<file path="src/rtl/mem_ctrl.sv">
// Byte-serial RAM/IO bus controller serving IF word reads and LS 1/2/4-byte reads/writes.
// Optional MEM_CTRL_DBG_CNT_EN adds dbg_cnt_o, a running count of completed acks.
module mem_ctrl #(
    parameter int unsigned LAT     = 2,
    parameter logic [1:0]  IO_BASE = 2'b11
) (
    input  logic        clk,
    input  logic        rst,
    input  logic        rdy,
    input  logic        if_req_i,
    input  logic [31:0] if_addr_i,
    output logic        if_ack_o,
    output logic [31:0] if_inst_o,
    input  logic        ls_req_i,
    input  logic        ls_we_i,
    input  logic [1:0]  ls_len_i,
    input  logic [31:0] ls_addr_i,
    input  logic [31:0] ls_wdata_i,
    output logic        ls_ack_o,
    output logic [31:0] ls_rdata_o,
    input  logic [7:0]  mem_din,
    output logic [7:0]  mem_dout,
    output logic [31:0] mem_a,
    output logic        mem_wr
`ifdef MEM_CTRL_DBG_CNT_EN
   ,output logic [31:0] dbg_cnt_o
`endif
);

    typedef enum logic [1:0] {IDLE, RD, WR} state_t;

    state_t          state_q, state_d;
    logic            is_ls_q, is_ls_d;
    logic [2:0]      n_q, n_d;
    logic [2:0]      nxt_q, nxt_d;
    logic [2:0]      cap_q, cap_d;
    logic [LAT-1:0]  pipe_q, pipe_d;
    logic [31:0]     addr_q, addr_d;
    logic [31:0]     wdata_q, wdata_d;
    logic [31:0]     asm_q, asm_d;
    logic [31:0]     mem_a_d;
    logic [7:0]      mem_dout_d;
    logic            wr_q, wr_d;
    logic            if_ack_d, ls_ack_d;
    logic            ls_go, if_go, issue, last_cap;
    logic [2:0]      ls_n;
    logic [31:0]     sel_addr;

    // The client being acked still holds its request during the ack cycle; mask it.
    assign ls_go    = ls_req_i && !ls_ack_o;
    assign if_go    = if_req_i && !if_ack_o;
    assign sel_addr = ls_go ? ls_addr_i : if_addr_i;
    assign issue    = (nxt_q < n_q);
    assign last_cap = pipe_q[LAT-1] && (cap_q + 3'd1 == n_q);

    always_comb begin
        ls_n = ls_len_i[1] ? 3'd4 : (ls_len_i[0] ? 3'd2 : 3'd1);
        if (!ls_we_i && ls_addr_i[17:16] == IO_BASE)
            ls_n = 3'd1;
    end

    assign if_inst_o  = asm_q;
    assign ls_rdata_o = asm_q;
    assign mem_wr     = wr_q && rdy;

    always_ff @(posedge clk or negedge rst) begin
        if (!rst) state_q <= IDLE;
        else      state_q <= state_d;
    end

    always_comb begin
        state_d = state_q;
        if (rdy) begin
            case (state_q)
                IDLE: if (ls_go)      state_d = ls_we_i ? WR : RD;
                      else if (if_go) state_d = RD;
                RD:   if (last_cap)   state_d = IDLE;
                WR:   if (!issue)     state_d = IDLE;
                default:              state_d = IDLE;
            endcase
        end
    end

    always_comb begin
        is_ls_d    = is_ls_q;
        n_d        = n_q;
        nxt_d      = nxt_q;
        cap_d      = cap_q;
        pipe_d     = pipe_q;
        addr_d     = addr_q;
        wdata_d    = wdata_q;
        asm_d      = asm_q;
        mem_a_d    = mem_a;
        mem_dout_d = mem_dout;
        wr_d       = wr_q;
        if_ack_d   = 1'b0;
        ls_ack_d   = 1'b0;
        if (rdy) begin
            case (state_q)
                IDLE: if (ls_go || if_go) begin
                    is_ls_d    = ls_go;
                    n_d        = ls_go ? ls_n : 3'd4;
                    addr_d     = sel_addr;
                    wdata_d    = ls_wdata_i;
                    nxt_d      = 3'd1;
                    cap_d      = '0;
                    asm_d      = '0;
                    mem_a_d    = sel_addr;
                    mem_dout_d = ls_wdata_i[7:0];
                    wr_d       = ls_go && ls_we_i;
                    pipe_d     = '0;
                    pipe_d[0]  = !(ls_go && ls_we_i);
                end
                RD: begin
                    pipe_d = LAT'({pipe_q, issue});
                    if (issue) begin
                        mem_a_d = addr_q + 32'(nxt_q);
                        nxt_d   = nxt_q + 3'd1;
                    end
                    if (pipe_q[LAT-1]) begin
                        asm_d[{cap_q[1:0], 3'b000} +: 8] = mem_din;
                        cap_d = cap_q + 3'd1;
                    end
                    if (last_cap) begin
                        pipe_d   = '0;
                        if_ack_d = !is_ls_q;
                        ls_ack_d = is_ls_q;
                    end
                end
                WR: begin
                    if (issue) begin
                        mem_a_d    = addr_q + 32'(nxt_q);
                        mem_dout_d = wdata_q[{nxt_q[1:0], 3'b000} +: 8];
                        nxt_d      = nxt_q + 3'd1;
                    end else begin
                        wr_d     = 1'b0;
                        ls_ack_d = 1'b1;
                    end
                end
                default: ;
            endcase
        end else if (state_q == RD) begin
            // In-flight bytes are lost while paused: rewind issue to the first uncaptured byte.
            pipe_d = '0;
            nxt_d  = cap_q;
        end
    end

    always_ff @(posedge clk or negedge rst) begin
        if (!rst) begin
            is_ls_q  <= 1'b0;
            n_q      <= '0;
            nxt_q    <= '0;
            cap_q    <= '0;
            pipe_q   <= '0;
            addr_q   <= '0;
            wdata_q  <= '0;
            asm_q    <= '0;
            mem_a    <= '0;
            mem_dout <= '0;
            wr_q     <= 1'b0;
            if_ack_o <= 1'b0;
            ls_ack_o <= 1'b0;
        end else begin
            is_ls_q  <= is_ls_d;
            n_q      <= n_d;
            nxt_q    <= nxt_d;
            cap_q    <= cap_d;
            pipe_q   <= pipe_d;
            addr_q   <= addr_d;
            wdata_q  <= wdata_d;
            asm_q    <= asm_d;
            mem_a    <= mem_a_d;
            mem_dout <= mem_dout_d;
            wr_q     <= wr_d;
            if_ack_o <= if_ack_d;
            ls_ack_o <= ls_ack_d;
        end
    end

`ifdef MEM_CTRL_DBG_CNT_EN
    always_ff @(posedge clk or negedge rst) begin
        if (!rst)                      dbg_cnt_o <= '0;
        else if (if_ack_d || ls_ack_d) dbg_cnt_o <= dbg_cnt_o + 32'd1;
    end
`endif

endmodule

</file>
<file path="config.mk">
export PLATFORM = sky130hd
export DESIGN_NAME = mem_ctrl
export DESIGN_NICKNAME = d
export VERILOG_FILES = /design/src/rtl/mem_ctrl.sv
export SDC_FILE = /design/constraint.sdc
export NUM_CORES = 1
export LEC_CHECK = 0
export CAP_MARGIN = 20
export CORE_MARGIN = 3
export CORE_UTILIZATION = 49
export DETAILED_ROUTE_END_ITERATION = 16
export GPL_ROUTABILITY_DRIVEN = 1
export PLACE_DENSITY = 0.81
export RECOVER_POWER = 25
export SYNTH_ARGS = -nofsm -noshare
export SYNTH_HDL_FRONTEND = slang
export SYNTH_SLANG_ARGS = --single-unit
</file>
<file path="constraint.sdc">
create_clock -name clk -period 2.85 [get_ports clk]
set_input_delay 0.57 -clock clk [delete_from_list [all_inputs] [get_ports clk]]
set_output_delay 0.57 -clock clk [all_outputs]
set_load 0.02 [all_outputs]
</file>
# ---- Word-level counts from Yosys, hierarchy flattened
# Index checks and enable logic that the tools add are counted.
dict set report op_classes {
  n_addsub 4
  magnitude_cmp 1
  eq_ne 14
  n_shift 3
  muxes 44
  reduce_logical 26
}
# cell count
set ops {}
lappend ops {{32-bit two-way mux} 5}
lappend ops {{32-bit case mux with 2 select lines} 2}
lappend ops {{32-bit by 3-bit adder with 32-bit output} 1}
lappend ops {{32-bit bitwise mux} 1}
lappend ops {{8-bit by 7-bit variable shift with 32-bit output (first input constant)} 1}
lappend ops {{32-bit by 6-bit variable part select with 8-bit output} 1}
lappend ops {{8-bit by 7-bit variable part select with 32-bit output} 1}
lappend ops {{3-bit two-way mux} 9}
lappend ops {{4-bit AND reduction} 6}
lappend ops {{2-bit two-way mux} 10}
lappend ops {{8-bit two-way mux} 2}
lappend ops {{8-bit case mux with 2 select lines} 1}
lappend ops {{3-bit case mux with 2 select lines} 2}
lappend ops {{2-bit != test (second input constant)} 5}
lappend ops {{1-bit two-way mux} 8}
lappend ops {{2-bit nonzero test} 4}
lappend ops {{5-bit negator with 7-bit output} 1}
lappend ops {{3-bit by 1-bit adder with 3-bit output (second input constant)} 2}
lappend ops {{1-bit logical AND} 6}
lappend ops {{3-bit by 2-bit != test with 1-bit output (second input constant)} 2}
lappend ops {{3-bit != test (second input constant)} 2}
lappend ops {{2-bit case mux with 3 select lines} 1}
lappend ops {{3-bit AND reduction} 2}
lappend ops {{1-bit logical NOT} 5}
lappend ops {{other kinds (10)} 12}
dict set report totals {
  register_bits 153
  wordCells 106
}

# ---- Logic depth before layout (Yosys ltp)
# Gate-level depths: netlist of run 1.
dict set report depth {
  ltp_word 7
  depth_mapped 9
}

# ---- Worst setup path before layout of run 1
# No wires, ideal clock.
dict set report synth_timing {
  path_kind {register -> register}
  startpoint {register nxt_q[0]}
  endpoint {register mem_a[20]}
  arrival_ns 2.063
  t_required_ns 2.724
  slack_ns 0.661
  path_stages_with_launch 9
  period_less_slack_ns 2.189
  cell_sequence {dfrtp_1 > ha_1 > fa_1 > a21o_1 > and4_1 > buf_2 > nand2_1 > xnor2_1 > a221o_1}
}
dict set report synth_between {
  elab_chain_cells 3
  elab_cells_between_ends 6
  classes_between {1 x add/sub; 1 x order compare; 1 x eq/ne; 2 x mux; 1 x reduce/logical}
}
# item line
set synth_rtl {}
lappend synth_rtl {{from (decl)} 35} ;# logic [2:0] nxt_q, nxt_d;
lappend synth_rtl {{from (signal assigned)} 167} ;# nxt_q <= nxt_d;
lappend synth_rtl {{32-bit by 3-bit adder with 32-bit output or 3-bit < comparator (tied branches)} {117, 132, 53}}
lappend synth_rtl {{32-bit two-way mux or 2-bit by 1-bit != test with 1-bit output (tied branches)} -}
lappend synth_rtl {{32-bit case mux with 2 select lines or 4-bit AND reduction (tied branches)} -}
lappend synth_rtl {{to (signal assigned)} 173} ;# mem_a <= mem_a_d;
lappend synth_rtl {{to (decl)} 23} ;# output logic [31:0] mem_a,
# Parallel ways exist; a longest one is shown, timed or not. The select of a mux whose other input is x is not followed.
# A chain may end at the register's enable or synchronous reset.

# ---- Worst setup path after layout of run 1
dict set report layout_timing {
  startpoint {register cap_q[0]}
  endpoint {register state_q[1]}
}
dict set report layout_between {
  elab_chain_cells 5
}
# item line
set layout_rtl {}
lappend layout_rtl {{from (decl)} 36} ;# logic [2:0] cap_q, cap_d;
lappend layout_rtl {{from (signal assigned)} 168} ;# cap_q <= cap_d;
lappend layout_rtl {{3-bit by 1-bit adder with 3-bit output} 54} ;# assign last_cap = pipe_q[LAT-1] && (cap_q + 3'd1 == n_q);
lappend layout_rtl {{3-bit == test} 54}
lappend layout_rtl {{1-bit logical AND} 54}
lappend layout_rtl {{2-bit != test (no source line)} -}
lappend layout_rtl {{4-bit AND reduction (no source line)} -}
lappend layout_rtl {{to (signal assigned)} 68} ;# else state_q <= state_d;
lappend layout_rtl {{to (decl)} 32} ;# state_t state_q, state_d;
# No other way between the ends.

==> results.py, run 1 <==
metrics = {
    "run_status": {
        "status": "complete, but fails checks",
        "violations": "capacitance limit, slew limit",
    },
    "grt": {
        "grt_pass1_wl_um": 35000,
        "grt_antenna_before_repair": 0,
        "grt_pass1_vias": 6917,
        "grt_use_met2_pct": 38.4,
        "grtUsageTotal_pct": 24.2,
        "use_met3_pct": 5.29,
        "grt_max_degree": 74,
        "grt_overflow": 0,
        "grt.busiest_layer": "met2",
        "gr-usage-met1_pct": 32.9,
    },
    "placement": {
        "dp.cells": 1271,
        "dp_slack_ns": 0.340,
        "hpwl_um": 15900,
        "routabilityCongestion": 0.921,
        "port_buffers": 218,
    },
    "clock_tree": {
        "cts-htree-levels": 4,
        "insertion_delay_ns": 0.42,
        "cts_resized": 0,
        "clk_path_buf_depth": 2,
        "cts_buffers": 17,
        "numClockSinks": 153,
        "ctsRootBufferMaster": "clkbuf_16",
        "cts_tree": "done",
        "postCtsSetupRepairBufs": 0,
        "cts_hold_buffers": 0,
        "path_clk_slew_ns": 0.06,
    },
    "sta": {
        "finalClockSkew_ns": 0.00809,
        "hold_viol_final": 0,
        "finalSetupViolCount": 0,
        "slew_headroom_pct": -24.5,
        "finalCriticalPeriod_ns": 2.49,
        "finalWorstSetupSlack_ns": 0.362,
        "rsz0062_at_grt": "false",
        "fin_crit_sh_pct": 87.3,
        "fmax_mhz": 402,
        "slew_viol_final": 73,
        "tns_ns": 0,
        "worstMarginPinSlew_ns": 1.87,
    },
    "worst_setup_path": {
        "r2r_slack_ns": 0.36,
        "critPathArrivalTime_ns": 2.79,
        "worstPathRequired_ns": 3.15,
        "critPathKind": "reg2reg",
        "reg2regPathDepth": 7,
        "cp-end-kind": "register",
        "startpoint_type": "register",
        "path_max_fanout": 10,
        "r2r-start": "cap_q[0]$_DFFE_PN0P_",
        "r2r-end": "state_q[1]$_DFFE_PN0P_",
    },
    "synthesis": {
        "synth_top_family_by_area": "simple AND/OR/NAND/NOR gates",
        "postSynthAreaPerCell_um2": 9.14,
        "synth_cell_type_count": 62,
        "synth_xor_area_share_pct": 3.08,
        "ys_seq_elements": 153,
        "async_flop_share_pct": 100,
        "synthAdderAreaFrac_pct": 2.40,
        "synthMuxAreaShare_pct": 6.57,
        "synthSimpleGateAreaFrac_pct": 20.6,
        "yosysSeqAreaShare_pct": 47.1,
        "netlist_area_um2": 8130,
        "synth-compound-area-share_pct": 14.1,
        "synth_warnings": 0,
        "syn-num-nets": 1017,
        "synth_flop_cell": "dfrtp_1",
        "synth_edf_count": 0,
        "syn_inst": 890,
    },
    "min_path": {
        "min_path_cells": 2,
        "hold_class": "reg2reg",
        "worstHoldStart": "wdata_q[10]$_DFFE_PN0P_",
        "whs_endpoint": "wdata_q[10]$_DFFE_PN0P_",
    },
    "drt": {
        "vias_per_cell": 5.40,
        "drtPass1Iterations": 5,
        "drt-total-wl_um": 21500,
        "wl_per_cell_um": 16.5,
        "ant_nets": 0,
        "drtIter0Drc": 447,
        "route.detailed.drc": 0,
        "vias": 7030,
    },
    "floorplan": {
        "io_pins": 219,
        "dieArea_um2": 18200,
        "row_count": 46,
        "initial_core_util_pct": 50.7,
        "die_h_um": 135,
        "die_w_um": 135,
        "core_area_um2": 16100,
    },
    "layout": {
        "area_growth_pct": 34.9,
        "diodes": 0,
        "mostFrequentLayoutCell": "nand2_1",
        "nFillCells": 1261,
        "nets": 1201,
        "final_cell_mix": "nand2_1, clkdlybuf4s50_1, dfrtp_1, o21ai_0, nor2_1",
        "drive_gt1_share_pct": 7.83,
        "fin_cells": 1301,
    },
    "power": {
        "ir_drop_mv": 0.567,
        "leakage_nw": 4.77,
        "pwr_density_cell_nw_per_um2": 1040,
        "power_w": 0.0114,
    },
    "run": {
        "drv_cap": 1,
    },
}
## report_power, final
part | switching (W) | leakage (nW) | internal, W | total (W)
Clock | 0.000854 | 0.286 | 0.00141 | 0.00226
Combinational | 0.00301 | 2.56 | 0.00235 | 0.00537
Sequential | 0.000743 | 1.93 | 0.00305 | 0.00379
## worst max path at each step
stage | start | to | slack [ns] | depth (start not counted)
floorplan | nxt_q[0]$_DFFE_PN0P_ | mem_a[20]$_DFFE_PN0P_ | 0.66 | 8
global placement | ls_req_i | mem_dout[4]$_DFFE_PN0P_ | 0.42 | 7
detailed placement | ls_req_i | mem_dout[0]$_DFFE_PN0P_ | 0.34 | 7
CTS | cap_q[0]$_DFFE_PN0P_ | state_q[1]$_DFFE_PN0P_ | 0.39 | 7
global route | cap_q[0]$_DFFE_PN0P_ | state_q[1]$_DFFE_PN0P_ | 0.14 | 7
finish | cap_q[0]$_DFFE_PN0P_ | state_q[1]$_DFFE_PN0P_ | 0.36 | 7
## metrics by stage
| stage | hold slack (ns) | util (%) | area, µm² |
|---|---|---|---|
| global route | 0.488 | 68.3 | 11000 |
| finish | 0.469 | 68.3 | 11000 |
| CTS | 0.190 | 68.3 | 11000 |
| floorplan | 0.274 | - | 8130 |
| detailed placement | 0.457 | 64.7 | 10400 |
| global placement | 0.453 | 64.7 | 10400 |
## kinds of logic (layout without fill, tap and decap cells)
family,Yosys count,in the layout
flops,153,153
buf+inv,91,286
compound gates,188,188
fa+ha+maj,15,15
xor+xnor,27,27
mux,43,43
simple gates,373,373
## synthesized netlist by cell type, types with 8 or more instances
cell / count / area share, %
nand4_1: 16 / 1.2
xor2_1: 14 / 1.5
nand2_1: 241 / 11
nand3_1: 18 / 1.1
nor3_1: 13 / 0.80
a22oi_1: 8 / 0.74
ha_1: 14 / 2.2
clkbuf_1: 20 / 0.92
buf_4: 35 / 3.2
buf_2: 23 / 1.4
and3_1: 14 / 1.1
mux4_2: 8 / 2.2
o21ai_0: 89 / 5.5
dfrtp_1: 153 / 47
nor2_1: 37 / 1.7
a21oi_1: 33 / 2.0
inv_1: 10 / 0.46
xnor2_1: 12 / 1.3
mux2i_1: 32 / 3.9
## routing by layer
layer | share of wire (%) | vias up
li1 | - | 3416
met1 | 44 | 3334
met2 | 48 | 243
met3 | 5.5 | 37
met4 | 2.4 | 0
met5 | 0 | -
## critical path, stage by stage (launching register included)
cell	delay, ns
dfrtp_1	0.55
inv_1	0.21
ha_1	0.44
xnor2_1	0.20
nand4_1	0.18
and2_1	0.24
or2_1	0.26
mux2_2	0.28
## registers in the layout, summed over array words and instances (netlist names)
name,flops
addr_q,32
is_ls_q,1
wdata_q,32
state_q,2
if_ack_o,1
nxt_q,3
cap_q,3
if_inst_o,32
n_q,3
ls_ack_o,1
wr_q,1
pipe_q,2
mem_a,32
mem_dout,8
## area by class of cell
class,count,area (µm²),area share [%]
Sequential cell,153,3830,34.9
Multi-Input combinational cell,646,3810,34.8
Timing Repair Buffer,245,2430,22.2
Clock buffer,22,464,4.23
Tap cell,216,270,2.46
Clock inverter,8,121,1.11
Inverter,11,41.3,0.376
No activity file was read; power rests on OpenSTA's default activity.
==> inputs of run 2 (changes only) <==
--- a/constraint.sdc
+++ b/constraint.sdc
@@ -3,2 +3,2 @@
 set_output_delay 0.57 -clock clk [all_outputs]
-set_load 0.02 [all_outputs]
+set_load 0.005 [all_outputs]
==> run 2 against run 1 <==
The run still ends with capacitance limit, slew limit left; flip-flop and latch count did not move; die area is the same; sequential power barely moved; non-clock buffer count increased by 1; cell count rose by 0.23%; critical endpoint is now mem_a[24]$_DFFE_PN0P_; highest routed layer unchanged.
==> results.py, run 2 (synthesis results as in run 1) <==
metrics = {
    "run_status": {
        "status": "complete, but fails checks",
        "violations": "capacitance limit, slew limit",
    },
    "layout": {
        "area_growth_pct": 35.6,
        "mostFrequentLayoutCell": "nand2_1",
        "nFillCells": 1240,
        "utilization_pct": 68.7,
        "diodes": 0,
        "multi_input_area_um2": 3810,
        "nets": 1202,
        "register_area_um2": 3830,
        "drive_gt1_share_pct": 8.18,
        "final_cell_mix": "nand2_1, clkdlybuf4s50_1, dfrtp_1, o21ai_0, nor2_1",
        "final_cell_area_um2": 11000,
    },
    "run": {
        "drv_cap": 1,
    },
    "worst_setup_path": {
        "startpoint_type": "register",
        "r2r-start": "nxt_q[0]$_DFFE_PN0P_",
        "critPathKind": "reg2reg",
        "worstPathRequired_ns": 3.15,
        "crit_end": "mem_a[24]$_DFFE_PN0P_",
        "cpMaxStageDelayCell": "fa_1",
        "reg2regPathDepth": 7,
        "cp_num_buf_inv": 0,
        "cp-end-kind": "register",
        "critPathArrivalTime_ns": 2.71,
        "r2r_slack_ns": 0.44,
        "crit_chain": "ha_1 -> fa_1 -> a21o_1 -> and4_1 -> a31o_2 -> a21oi_1 -> o21ai_0",
        "startpoint": "nxt_q[0]$_DFFE_PN0P_",
        "cpPeakStageDelay_ns": 0.40,
        "path_max_fanout": 13,
        "r2r-end": "mem_a[24]$_DFFE_PN0P_",
        "cp.depth": 7,
        "path_delay_family": "compound AO/OA/AOI/OAI gates",
    },
    "drt": {
        "vias": 7057,
        "ant_nets": 0,
        "wl_per_cell_um": 16.8,
        "drtIter0Drc": 431,
        "vias_per_cell": 5.41,
        "route.detailed.drc": 0,
        "drt-total-wl_um": 21900,
        "drtPass1Iterations": 5,
    },
    "floorplan": {
        "die_w_um": 135,
        "core_area_um2": 16100,
        "initial_core_util_pct": 50.7,
        "die_h_um": 135,
        "dieArea_um2": 18200,
        "io_pins": 219,
        "row_count": 46,
    },
    "placement": {
        "dp_slack_ns": 0.361,
        "routabilityCongestion": 0.922,
        "hpwl_um": 15900,
        "port_buffers": 218,
        "dpl_cell_area_um2": 10400,
    },
    "sta": {
        "rsz0062_at_grt": "false",
        "slew_headroom_pct": -19.0,
        "worstMarginPinSlew_ns": 1.78,
        "tns_ns": 0,
        "fin_crit_sh_pct": 84.6,
        "finalWorstSetupSlack_ns": 0.440,
        "fmax_mhz": 415,
        "finalClockSkew_ns": 0.00603,
        "finalSetupViolCount": 0,
        "slew_viol_final": 66,
        "hold_viol_final": 0,
        "finalCriticalPeriod_ns": 2.41,
    },
    "min_path": {
        "hold_class": "reg2reg",
    },
    "clock_tree": {
        "cts-htree-levels": 4,
        "cts_buffers": 17,
        "path_clk_slew_ns": 0.06,
        "cts_resized": 0,
        "ctsRootBufferMaster": "clkbuf_16",
        "cts_hold_buffers": 0,
        "cts_tree": "done",
        "clk_path_buf_depth": 2,
        "insertion_delay_ns": 0.43,
        "postCtsSetupRepairBufs": 0,
        "numClockSinks": 153,
    },
    "grt": {
        "grt_overflow": 0,
        "grt_pass1_vias": 6888,
        "grt_pass1_wl_um": 34900,
        "grt_antenna_before_repair": 0,
        "grtUsageTotal_pct": 24.2,
        "grt_max_degree": 68,
    },
    "power": {
        "ir_drop_mv": 0.577,
        "leakage_nw": 4.81,
        "pwr_density_cell_nw_per_um2": 1010,
    },
}
-- run 2: cell count changes in the layout (fill, tap and decap cells not counted) --
cell,previous run,this run
buf_4,23,24
clkinv_2,3,2
clkbuf_1,3,2
clkbuf_8,2,7
clkinv_4,1,0
-- run 2: area by class of cell --
cell class | count | share of cell area (%)
repair buffers | 246 | 22.1
inverters | 11 | 0.374
multi-input cells | 646 | 34.6
clock buffers | 26 | 4.80
clock inverters | 6 | 0.976
flip-flops and latches | 153 | 34.7
well taps | 216 | 2.45
-- run 2: per-layer routing --
metal,vias to the layer above,routed length (µm),track usage [%]
met5,-,0,0
met4,0,397,6.84
met3,37,1350,4.66
met2,252,10600,39.6
met1,3357,9600,33.1
li1,3411,-,-
-- run 2: how the worst min path moves through the flow --
stage | startpoint | endpoint | slack, ns | cells past startpoint
floorplan | rst | addr_q[0]$_DFFE_PN0P_ | 0.27 | 0
global placement | wdata_q[15]$_DFFE_PN0P_ | wdata_q[15]$_DFFE_PN0P_ | 0.45 | 2
detailed placement | is_ls_q$_DFFE_PN0P_ | if_ack_o$_DFF_PN0_ | 0.46 | 1
CTS | rst | addr_q[16]$_DFFE_PN0P_ | 0.17 | 1
global route | wdata_q[25]$_DFFE_PN0P_ | wdata_q[25]$_DFFE_PN0P_ | 0.50 | 2
finish | is_ls_q$_DFFE_PN0P_ | if_ack_o$_DFF_PN0_ | 0.46 | 1
-- run 2: report_power, final --
| part | switching [W] | internal [W] | total (W) | leakage [nW] |
|---|---|---|---|---|
| clock | 0.000881 | 0.00154 | 0.00242 | 0.313 |
| sequential | 0.000732 | 0.00305 | 0.00378 | 1.93 |
| combinational | 0.00262 | 0.00236 | 0.00499 | 2.56 |
| total | 0.00424 | 0.00695 | 0.0112 | 4.81 |
-- run 2: metrics by stage --
step	hold WS, ns	cells	total power [W]
final	0.464	1304	0.0112
after floorplan	0.274	890	0.00677
after global routing	0.498	1304	0.0119
after CTS	0.169	1304	0.0112
after global placement	0.453	1272	0.00857
after detailed placement	0.461	1272	0.00875
